--- src/rtl/bcd2_counter_pkg.sv ---
// Shared constants and helpers for the two-digit BCD counter.
// Segment order is {g,f,e,d,c,b,a}, active-low.
package bcd2_counter_pkg;

  localparam logic [6:0] SEG_0     = 7'h40;
  localparam logic [6:0] SEG_1     = 7'h79;
  localparam logic [6:0] SEG_2     = 7'h24;
  localparam logic [6:0] SEG_3     = 7'h30;
  localparam logic [6:0] SEG_4     = 7'h19;
  localparam logic [6:0] SEG_5     = 7'h12;
  localparam logic [6:0] SEG_6     = 7'h02;
  localparam logic [6:0] SEG_7     = 7'h78;
  localparam logic [6:0] SEG_8     = 7'h00;
  localparam logic [6:0] SEG_9     = 7'h10;
  localparam logic [6:0] SEG_BLANK = 7'h7F;

  localparam logic [1:0] AN_ONES = 2'b10;
  localparam logic [1:0] AN_TENS = 2'b01;
  localparam logic [1:0] AN_OFF  = 2'b11;

  localparam logic [3:0] BCD_MAX = 4'd9;

  function automatic logic [3:0] bcd_clamp(
    input logic [3:0] d
  );
    return (d > BCD_MAX) ? BCD_MAX : d;
  endfunction

endpackage

--- src/rtl/bcd2_counter_if.sv ---
// Control and display bundle of the BCD counter.
// master = controller/observer side, slave = counter.
interface bcd2_counter_if;

  logic       bcd2_counter_tick;
  logic       bcd2_counter_en;
  logic       bcd2_counter_up;
  logic       bcd2_counter_clr;
  logic       bcd2_counter_load;
  logic [7:0] bcd2_counter_load_val;
  logic [3:0] bcd2_counter_ones;
  logic [3:0] bcd2_counter_tens;
  logic       bcd2_counter_wrap;
  logic [6:0] bcd2_counter_seg;
  logic [1:0] bcd2_counter_an;

  modport master (
    output bcd2_counter_tick,
    output bcd2_counter_en,
    output bcd2_counter_up,
    output bcd2_counter_clr,
    output bcd2_counter_load,
    output bcd2_counter_load_val,
    input  bcd2_counter_ones,
    input  bcd2_counter_tens,
    input  bcd2_counter_wrap,
    input  bcd2_counter_seg,
    input  bcd2_counter_an
  );

  modport slave (
    input  bcd2_counter_tick,
    input  bcd2_counter_en,
    input  bcd2_counter_up,
    input  bcd2_counter_clr,
    input  bcd2_counter_load,
    input  bcd2_counter_load_val,
    output bcd2_counter_ones,
    output bcd2_counter_tens,
    output bcd2_counter_wrap,
    output bcd2_counter_seg,
    output bcd2_counter_an
  );

endinterface

--- src/rtl/bcd2_counter_seg7_decoder.sv ---
// BCD digit to active-low 7-segment pattern.
// Non-BCD codes produce a blank digit.
module seg7_decoder
  import bcd2_counter_pkg::*;
(
  input  logic [3:0] i_bcd,
  output logic [6:0] o_seg
);

  always_comb begin
    o_seg = SEG_BLANK;
    case (i_bcd)
      4'd0:    o_seg = SEG_0;
      4'd1:    o_seg = SEG_1;
      4'd2:    o_seg = SEG_2;
      4'd3:    o_seg = SEG_3;
      4'd4:    o_seg = SEG_4;
      4'd5:    o_seg = SEG_5;
      4'd6:    o_seg = SEG_6;
      4'd7:    o_seg = SEG_7;
      4'd8:    o_seg = SEG_8;
      4'd9:    o_seg = SEG_9;
      default: o_seg = SEG_BLANK;
    endcase
  end

endmodule

--- src/rtl/bcd2_counter.sv ---
// Two-digit BCD up/down counter with multiplexed 7-seg driver.
// Option: BCD2_COUNTER_LEADING_ZERO_BLANK_EN blanks a zero tens digit.
module bcd2_counter
  import bcd2_counter_pkg::*;
#(
  parameter int SCAN_BITS = 18
) (
  input logic          bcd2_counter_fsys,
  input logic          bcd2_counter_rst,
  bcd2_counter_if.slave bus
);

  logic                 r_tick_d;
  logic [3:0]           r_ones;
  logic [3:0]           r_tens;
  logic                 r_wrap;
  logic [SCAN_BITS-1:0] r_scan;
  logic [6:0]           r_seg;
  logic [1:0]           r_an;

  logic       w_evt;
  logic [3:0] w_ones_nx;
  logic [3:0] w_tens_nx;
  logic       w_wrap_nx;
  logic       w_sel;
  logic [3:0] w_digit;
  logic [6:0] w_dec;
  logic [6:0] w_seg_nx;
  logic [1:0] w_an_nx;

  // tick is a level from the divider; count its rising edge only
  assign w_evt = bus.bcd2_counter_tick
               & ~r_tick_d
               & bus.bcd2_counter_en;

  always_comb begin
    w_ones_nx = r_ones;
    w_tens_nx = r_tens;
    w_wrap_nx = 1'b0;
    priority case (1'b1)
      bus.bcd2_counter_clr: begin
        w_ones_nx = 4'd0;
        w_tens_nx = 4'd0;
      end
      bus.bcd2_counter_load: begin
        w_ones_nx = bcd_clamp(bus.bcd2_counter_load_val[3:0]);
        w_tens_nx = bcd_clamp(bus.bcd2_counter_load_val[7:4]);
      end
      w_evt: begin
        if (bus.bcd2_counter_up) begin
          if (r_ones == BCD_MAX) begin
            w_ones_nx = 4'd0;
            if (r_tens == BCD_MAX) begin
              w_tens_nx = 4'd0;
              w_wrap_nx = 1'b1;
            end else begin
              w_tens_nx = r_tens + 4'd1;
            end
          end else begin
            w_ones_nx = r_ones + 4'd1;
          end
        end else begin
          if (r_ones == 4'd0) begin
            w_ones_nx = BCD_MAX;
            if (r_tens == 4'd0) begin
              w_tens_nx = BCD_MAX;
              w_wrap_nx = 1'b1;
            end else begin
              w_tens_nx = r_tens - 4'd1;
            end
          end else begin
            w_ones_nx = r_ones - 4'd1;
          end
        end
      end
      default: ;
    endcase
  end

  assign w_sel   = r_scan[SCAN_BITS-1];
  assign w_digit = w_sel ? r_tens : r_ones;

  seg7_decoder u_dec (
    .i_bcd (w_digit),
    .o_seg (w_dec)
  );

  always_comb begin
    w_an_nx  = w_sel ? AN_TENS : AN_ONES;
    w_seg_nx = w_dec;
`ifdef BCD2_COUNTER_LEADING_ZERO_BLANK_EN
    if (w_sel && (r_tens == 4'd0)) begin
      w_an_nx  = AN_OFF;
      w_seg_nx = SEG_BLANK;
    end
`endif
  end

  always_ff @(posedge bcd2_counter_fsys) begin
    if (bcd2_counter_rst) begin
      r_tick_d <= 1'b0;
      r_ones   <= 4'd0;
      r_tens   <= 4'd0;
      r_wrap   <= 1'b0;
      r_scan   <= '0;
      r_seg    <= SEG_BLANK;
      r_an     <= AN_OFF;
    end else begin
      r_tick_d <= bus.bcd2_counter_tick;
      r_ones   <= w_ones_nx;
      r_tens   <= w_tens_nx;
      r_wrap   <= w_wrap_nx;
      r_scan   <= r_scan + 1'b1;
      r_seg    <= w_seg_nx;
      r_an     <= w_an_nx;
    end
  end

  assign bus.bcd2_counter_ones = r_ones;
  assign bus.bcd2_counter_tens = r_tens;
  assign bus.bcd2_counter_wrap = r_wrap;
  assign bus.bcd2_counter_seg  = r_seg;
  assign bus.bcd2_counter_an   = r_an;

endmodule

--- src/flat_wrapper.sv ---
// flat-port wrapper written by rule: the top's interface ports become plain ports
module bcd2_counter_flat import bcd2_counter_pkg::*;
#(
  parameter int SCAN_BITS = 18
)
  (bcd2_counter_fsys, bcd2_counter_rst, bus_bcd2_counter_tick, bus_bcd2_counter_en, bus_bcd2_counter_up, bus_bcd2_counter_clr, bus_bcd2_counter_load, bus_bcd2_counter_load_val, bus_bcd2_counter_ones, bus_bcd2_counter_tens, bus_bcd2_counter_wrap, bus_bcd2_counter_seg, bus_bcd2_counter_an);
  bcd2_counter_if bus_i ();
  input logic bcd2_counter_fsys;
  input logic bcd2_counter_rst;
  input wire logic [$bits(bus_i.bcd2_counter_tick)-1:0] bus_bcd2_counter_tick;
  input wire logic [$bits(bus_i.bcd2_counter_en)-1:0] bus_bcd2_counter_en;
  input wire logic [$bits(bus_i.bcd2_counter_up)-1:0] bus_bcd2_counter_up;
  input wire logic [$bits(bus_i.bcd2_counter_clr)-1:0] bus_bcd2_counter_clr;
  input wire logic [$bits(bus_i.bcd2_counter_load)-1:0] bus_bcd2_counter_load;
  input wire logic [$bits(bus_i.bcd2_counter_load_val)-1:0] bus_bcd2_counter_load_val;
  output wire logic [$bits(bus_i.bcd2_counter_ones)-1:0] bus_bcd2_counter_ones;
  output wire logic [$bits(bus_i.bcd2_counter_tens)-1:0] bus_bcd2_counter_tens;
  output wire logic [$bits(bus_i.bcd2_counter_wrap)-1:0] bus_bcd2_counter_wrap;
  output wire logic [$bits(bus_i.bcd2_counter_seg)-1:0] bus_bcd2_counter_seg;
  output wire logic [$bits(bus_i.bcd2_counter_an)-1:0] bus_bcd2_counter_an;
  assign bus_i.bcd2_counter_tick = bus_bcd2_counter_tick;
  assign bus_i.bcd2_counter_en = bus_bcd2_counter_en;
  assign bus_i.bcd2_counter_up = bus_bcd2_counter_up;
  assign bus_i.bcd2_counter_clr = bus_bcd2_counter_clr;
  assign bus_i.bcd2_counter_load = bus_bcd2_counter_load;
  assign bus_i.bcd2_counter_load_val = bus_bcd2_counter_load_val;
  assign bus_bcd2_counter_ones = bus_i.bcd2_counter_ones;
  assign bus_bcd2_counter_tens = bus_i.bcd2_counter_tens;
  assign bus_bcd2_counter_wrap = bus_i.bcd2_counter_wrap;
  assign bus_bcd2_counter_seg = bus_i.bcd2_counter_seg;
  assign bus_bcd2_counter_an = bus_i.bcd2_counter_an;
  bcd2_counter #(.SCAN_BITS(SCAN_BITS)) u_core (.bcd2_counter_fsys(bcd2_counter_fsys), .bcd2_counter_rst(bcd2_counter_rst), .bus(bus_i));
endmodule
--- config.mk ---
export PLATFORM = sky130hd
export DESIGN_NAME = bcd2_counter_flat
export DESIGN_NICKNAME = d
export VERILOG_FILES = /design/src/rtl/bcd2_counter_pkg.sv /design/src/rtl/bcd2_counter_if.sv /design/src/rtl/bcd2_counter_seg7_decoder.sv /design/src/rtl/bcd2_counter.sv /design/src/flat_wrapper.sv
export SDC_FILE = /design/constraint.sdc
export NUM_CORES = 1
export LEC_CHECK = 0
export BUFFER_PORTS_ARGS = -buffer_cell sky130_fd_sc_hd__buf_2
export CORE_UTILIZATION = 30
export CTS_BUF_LIST = sky130_fd_sc_hd__clkbuf_2
export DETAILED_ROUTE_END_ITERATION = 16
export GPL_TIMING_DRIVEN = 1
export SYNTH_ARGS = -nofsm -noshare
export SYNTH_HDL_FRONTEND = slang
export SYNTH_HIERARCHICAL = 1
export SYNTH_SLANG_ARGS = --single-unit
--- constraint.sdc ---
create_clock -name bcd2_counter_fsys -period 6.85 [get_ports bcd2_counter_fsys]
set_clock_uncertainty 0.2 [all_clocks]
set_input_delay 1.37 -clock bcd2_counter_fsys [delete_from_list [all_inputs] [get_ports bcd2_counter_fsys]]
set_output_delay 1.37 -clock bcd2_counter_fsys [all_outputs]
set_load 0.005 [all_outputs]
## After elaboration in Yosys (flattened, before gate mapping)

Memories as Yosys holds them, arrays and structs flattened. A register that Yosys moved wholly into a read port is not among the register bits.
Index checks and enable logic that the tools add are counted.

| operators by class | value |
|---|---|
| magnitude comparators | 2 |
| muxes and demuxes | 21 |
| reduce and logical (&&, ||, !) cells | 7 |
| equal/unequal tests | 3 |
| bitwise operators | 4 |
| add/sub/neg operators | 5 |

Operators with widths:

| operator | number |
|---|---|
| 4-bit 2-to-1 mux | 15 |
| 18-bit by 1-bit adder with 18-bit output (second input constant) | 1 |
| 4-bit by 1-bit adder with 4-bit output (second input constant) | 2 |
| 4-bit == test (second input constant) | 2 |
| 4-bit greater-than comparator (second input constant) | 2 |
| 4-bit logical NOT | 2 |
| 4-bit by 1-bit subtractor with 4-bit output (second input constant) | 2 |
| 1-bit 2-to-1 mux | 5 |
| 4-bit OR reduction | 1 |
| 3-bit by 1-bit inequality test with 1-bit output (second input constant) | 1 |
| 3-bit AND reduction | 1 |
| 3-bit nonzero test | 1 |
| 1-bit bitwise AND | 2 |
| 2-bit 2-to-1 mux | 1 |
| 1-bit NOT | 2 |
| 2-bit nonzero test | 1 |
| 2-bit OR reduction | 1 |

| word-level totals | value |
|---|---|
| memory bits (read-only) | 112 |
| word-level logic and storage cells | 49 |
| output and inout port bits | 18 |
| input port bits | 15 |
| flip-flop bits (word level) | 30 |
| memories | 1 |

Memories:

| memory | depth | bits a word | read ports | clocked after Yosys merged registers in | write ports | line | text |
|---|---|---|---|---|---|---|---|
| (no name shown) | 16 | 7 | 1 | 1 | 0 | bcd2_counter_seg7_decoder.sv:12 | `case (i_bcd)` |

## Logic depth before layout (Yosys ltp)

| logic depth | value |
|---|---|
| word-level depth | 6 |
| gate-level depth with buffers | 9 |
| gate-level depth less buffers | 8 |

## Cells and area by module

The synthesis kept the hierarchy.

Modules (own cells, without submodules):

| module | sequential area each (um^2) | instances | area an instance (um^2) | cells an instance |
|---|---|---|---|---|
| bcd2_counter | 740.7 | 1 | 1,835.5 | 216 |
| seg7_decoder | 0.0 | 1 | 210.2 | 33 |

## Worst setup path after synthesis

OpenSTA, ideal clock, no wires.

| timing | value |
|---|---|
| path type | in2reg |
| start | in bus_bcd2_counter_up |
| end | reg u_core.r_tens[2], in the netlist u_core/bus.bcd2_counter_tens[2] |
| data arrival time | 2.358 ns |
| path buffers | 0 |
| required time | 6.526 ns |
| setup slack | 4.168 ns |
| stages | 4 |
| setup time | 0.124 ns |
| cells stage by stage | or3_4 a2111oi_4 a2bb2oi_1 a21oi_1 |

| between the ends | value |
|---|---|
| longest elaborated chain between the ends | 3 |
| elaborated cells between the ends (all ways) | 6 |
| those cells by class | eq/ne: 1; mux: 3; reduce/logical: 2 |

Ends and longest elaborated chain:

| element | line | text |
|---|---|---|
| start: declaration | flat_wrapper.sv:12 | `input wire logic [$bits(bus_i.bcd2_counter_up)-1:0] bus_bcd2_counter_up;` |
| 4-bit 2-to-1 mux | bcd2_counter.sv:50 | `if (bus.bcd2_counter_up) begin` |
| 4-bit 2-to-1 mux (2 in a row) | bcd2_counter.sv:40 | `priority case (1'b1)` |
| end signal: assignment | bcd2_counter.sv:111 | `r_tens <= w_tens_nx;` |
| end: declaration | bcd2_counter.sv:15 | `logic [3:0] r_tens;` |

Several ways; a longest one is shown, not always the timed one. The select of a mux whose other input is x is not followed.
A chain may end at the register's enable or synchronous reset.

## Worst setup path in the final report

| timing | value |
|---|---|
| start | reg u_core.r_ones[0], in the netlist u_core/bus.bcd2_counter_ones[0] |
| end | out bus_bcd2_counter_ones[0] |

RTL lines:

| element | line | text |
|---|---|---|
| start: declaration | bcd2_counter.sv:14 | `logic [3:0] r_ones;` |
| start signal: assignment | bcd2_counter.sv:110 | `r_ones <= w_ones_nx;` |
| end: declaration | flat_wrapper.sv:16 | `output wire logic [$bits(bus_i.bcd2_counter_ones)-1:0] bus_bcd2_counter_ones;` |

No word-level cell between the ends.

==> flow_summary.yaml <==
routing:
  via_count: 1760
  drt_iter0_markers: 103
  drtPass1Iterations: 6
  post_drt_wl_per_cell_um: 11.9
  vias_per_cell: 5.04
  wl_um: 4150
  route.detailed.drc: 0
  ant_nets: 0
yosys:
  ys_types: 49
  syn_nets: 270
  synth_flop_cell: "dfxtp_1"
  ys_ff_latch: 37
  synth_edf_count: 0
  synth_top_area_cell: "dfxtp_1"
  synth_top_area_share: 0.362
  avgSynthCellArea_um2: 8.22
  yosys_warnings: 6
  async_flop_share: 0
  syn_area_um2: 2050
  synth_area_leaders: "dfxtp_1 (36%), xnor2_1 (5.1%), nor2_1 (4.8%)"
  synthCells: 249
  yosysSeqAreaShare: 0.362
worst_setup_path:
  path_buf_inv: 1
  path_max_fanout: 13
  cp_cell_sequence: "buf_2"
  cp_top_family: "flip-flops"
  slowest_delay_ps: 650
  arrival_ps: 1220
  cp-start-kind: "flop"
  end_kind: "primary output"
  critPathKind: "reg2out"
  slowest_stage: "dfxtp_1"
  required_ps: 5280
layout:
  final_cells: 349
  drive_above_1_share: 0.217
  synthToLayoutAreaGrowth_pct: 10.7
  multi_input_comb_area_um2: 1190
  antenna_cells: 0
  seq_area_um2: 741
  nNetsFinal: 292
  fillers: 697
sta:
  drv_slew: 0
  rsz0062_at_grt: "false"
  period_share: 0.408
  hold_viol: 0
  slew_headroom: 0.501
  timing.fmax_mhz: 358
  tightest_slew_ps: 741
  setup_viol: 0
  setup_tns_ps: 0
  finalCriticalPeriod_ps: 2790
grt:
  grt_use_total: 0.127
  grt_pass1_wl_um: 7250
  overflow: 0
  grt_max_degree: 33
  antenna_found_initial: 0
  grt_pass1_vias: 1609
worst_hold_path:
  hp-class: "reg2reg"
clock_network:
  clock_sinks: 37
  hold_buffers: 0
  insertion_delay_ps: 390
  cts_root_buf: "clkbuf_2"
  numCtsBuffers: 5
  cts_setup_buffers: 0
  cts_buffer_depth: 2
  cts_tree: "done"
  cts_resized: 0
  htreeDepth: 2
  clk_pin_slew_ps: 180
placed_design:
  finalWeightedCongestion: 0.798
  hpwl_um: 2870
  placed_cells: 341
  io_buffers: 32
power_and_ir_drop:
  leakagePower_nw: 0.862
  total_power_w: 0.000386
  power_density_nw_per_um2: 171
  ir_worst_vdd_uv: 86.6
die:
  io_pins: 33
  fp.coreArea_um2: 6460
  start_util: 0.317
  fp.dieH_um: 84.6
  die_w_um: 84.6
  rows: 29
  die_area_um2: 7150
outcome:
  status: "finished, final reports clean"
flow_run:
  maxCapViolCount: 0
-- worst paths after layout --
| check | from | endpoint | slack, ps | depth (start not counted) |
|---|---|---|---|---|
| setup / recovery | u_core/bus.bcd2_counter_ones[0]$_SDFFE_PP0P_ | bus_bcd2_counter_ones[0] | 4060 | 1 |
| hold / removal | u_core/r_scan[0]$_SDFF_PP0_ | u_core/r_scan[0]$_SDFF_PP0_ | 290 | 1 |
| setup reg to reg | u_core/bus.bcd2_counter_ones[1]$_SDFFE_PP0P_ | u_core/bus.bcd2_counter_seg[3]$_SDFF_PP1_ | 4060 | 8 |
| hold reg to reg | u_core/r_scan[0]$_SDFF_PP0_ | u_core/r_scan[0]$_SDFF_PP0_ | 290 | 1 |
-- synthesized netlist by cell type, types with 6 or more instances --
cell	count
dfxtp_1	37
nor2_1	26
o21ai_0	15
a21oi_1	14
nand2_1	14
clkbuf_1	13
nand3_1	12
xnor2_1	12
or2_2	11
inv_1	9
nand2b_1	8
ha_1	6
nor3_1	6
nor4_1	6
-- placed cells by master (no fill, tap or decap), drive strengths merged, types with 2 or more instances in the layout --
cell type	count
a21oi	15
a221oi	2
a31o	2
and3	4
buf	32
clkbuf	5
clkinv	3
dfxtp	37
ha	6
inv	9
mux2	3
mux2i	2
nand2	14
nand2b	8
nand3	12
nand3b	3
nand4	3
nor2	26
nor2b	5
nor3	6
nor4	6
o21ai	15
o221ai	2
o31ai	4
or2	12
or3	2
xnor2	12
xor2	5
-- per-layer routing --
metal,share of wire,up-vias,wire (µm),GRT usage
met5,0,-,0,0
met4,0.0055,0,23,0.0370
met3,0.047,2,195,0.0462
met2,0.45,40,1850,0.205
met1,0.50,801,2080,0.157
li1,-,917,-,-
-- stage by stage --
| step | hold WS (ps) | setup slack (ps) | utilization | cell area, µm² |
|---|---|---|---|---|
| floorplan | 230 | 4170 | - | 2050 |
| global placement | 248 | 3870 | 0.344 | 2220 |
| detailed placement | 255 | 3840 | 0.344 | 2220 |
| CTS | 296 | 4020 | 0.351 | 2260 |
| global route | 333 | 3860 | 0.351 | 2260 |
| finish | 294 | 4060 | 0.351 | 2260 |
-- logic make-up (layout without fill, tap and decap cells) --
logic type      count (synthesis)  count (layout)  synth area share
simple gates                  106             106             0.273
compound gates                 52              52             0.173
flops                          37              37             0.362
buf+inv                        26              49            0.0557
xor+xnor                       17              17            0.0728
fa+ha+maj                       6               6            0.0367
mux                             5               5            0.0263
-- power by group --
group / internal [W] / switching [W] / leakage, nW
clock: 0.0000241 / 0.0000754 / 0.0304
sequential: 0.000223 / 0.00000900 / 0.303
combinational: 0.0000265 / 0.0000277 / 0.529
total: 0.000274 / 0.000112 / 0.862
-- registers in the layout, indices dropped and copies added, names as in the netlist --
register	cells
u_core/bus.bcd2_counter_an	2
u_core/bus.bcd2_counter_ones	4
u_core/bus.bcd2_counter_seg	7
u_core/bus.bcd2_counter_tens	4
u_core/bus.bcd2_counter_wrap	1
u_core/r_scan	18
u_core/r_tick_d	1
-- area by class of cell --
| cell class | instances | share of cell area |
|---|---|---|
| clock buffer | 5 | 0.0110 |
| clock inverter | 3 | 0.00773 |
| inverter | 9 | 0.0149 |
| multi-input combinational | 186 | 0.526 |
| sequential | 37 | 0.327 |
| tap | 77 | 0.0425 |
| timing repair buffer | 32 | 0.0707 |
(Power assumes the default switching activity.)
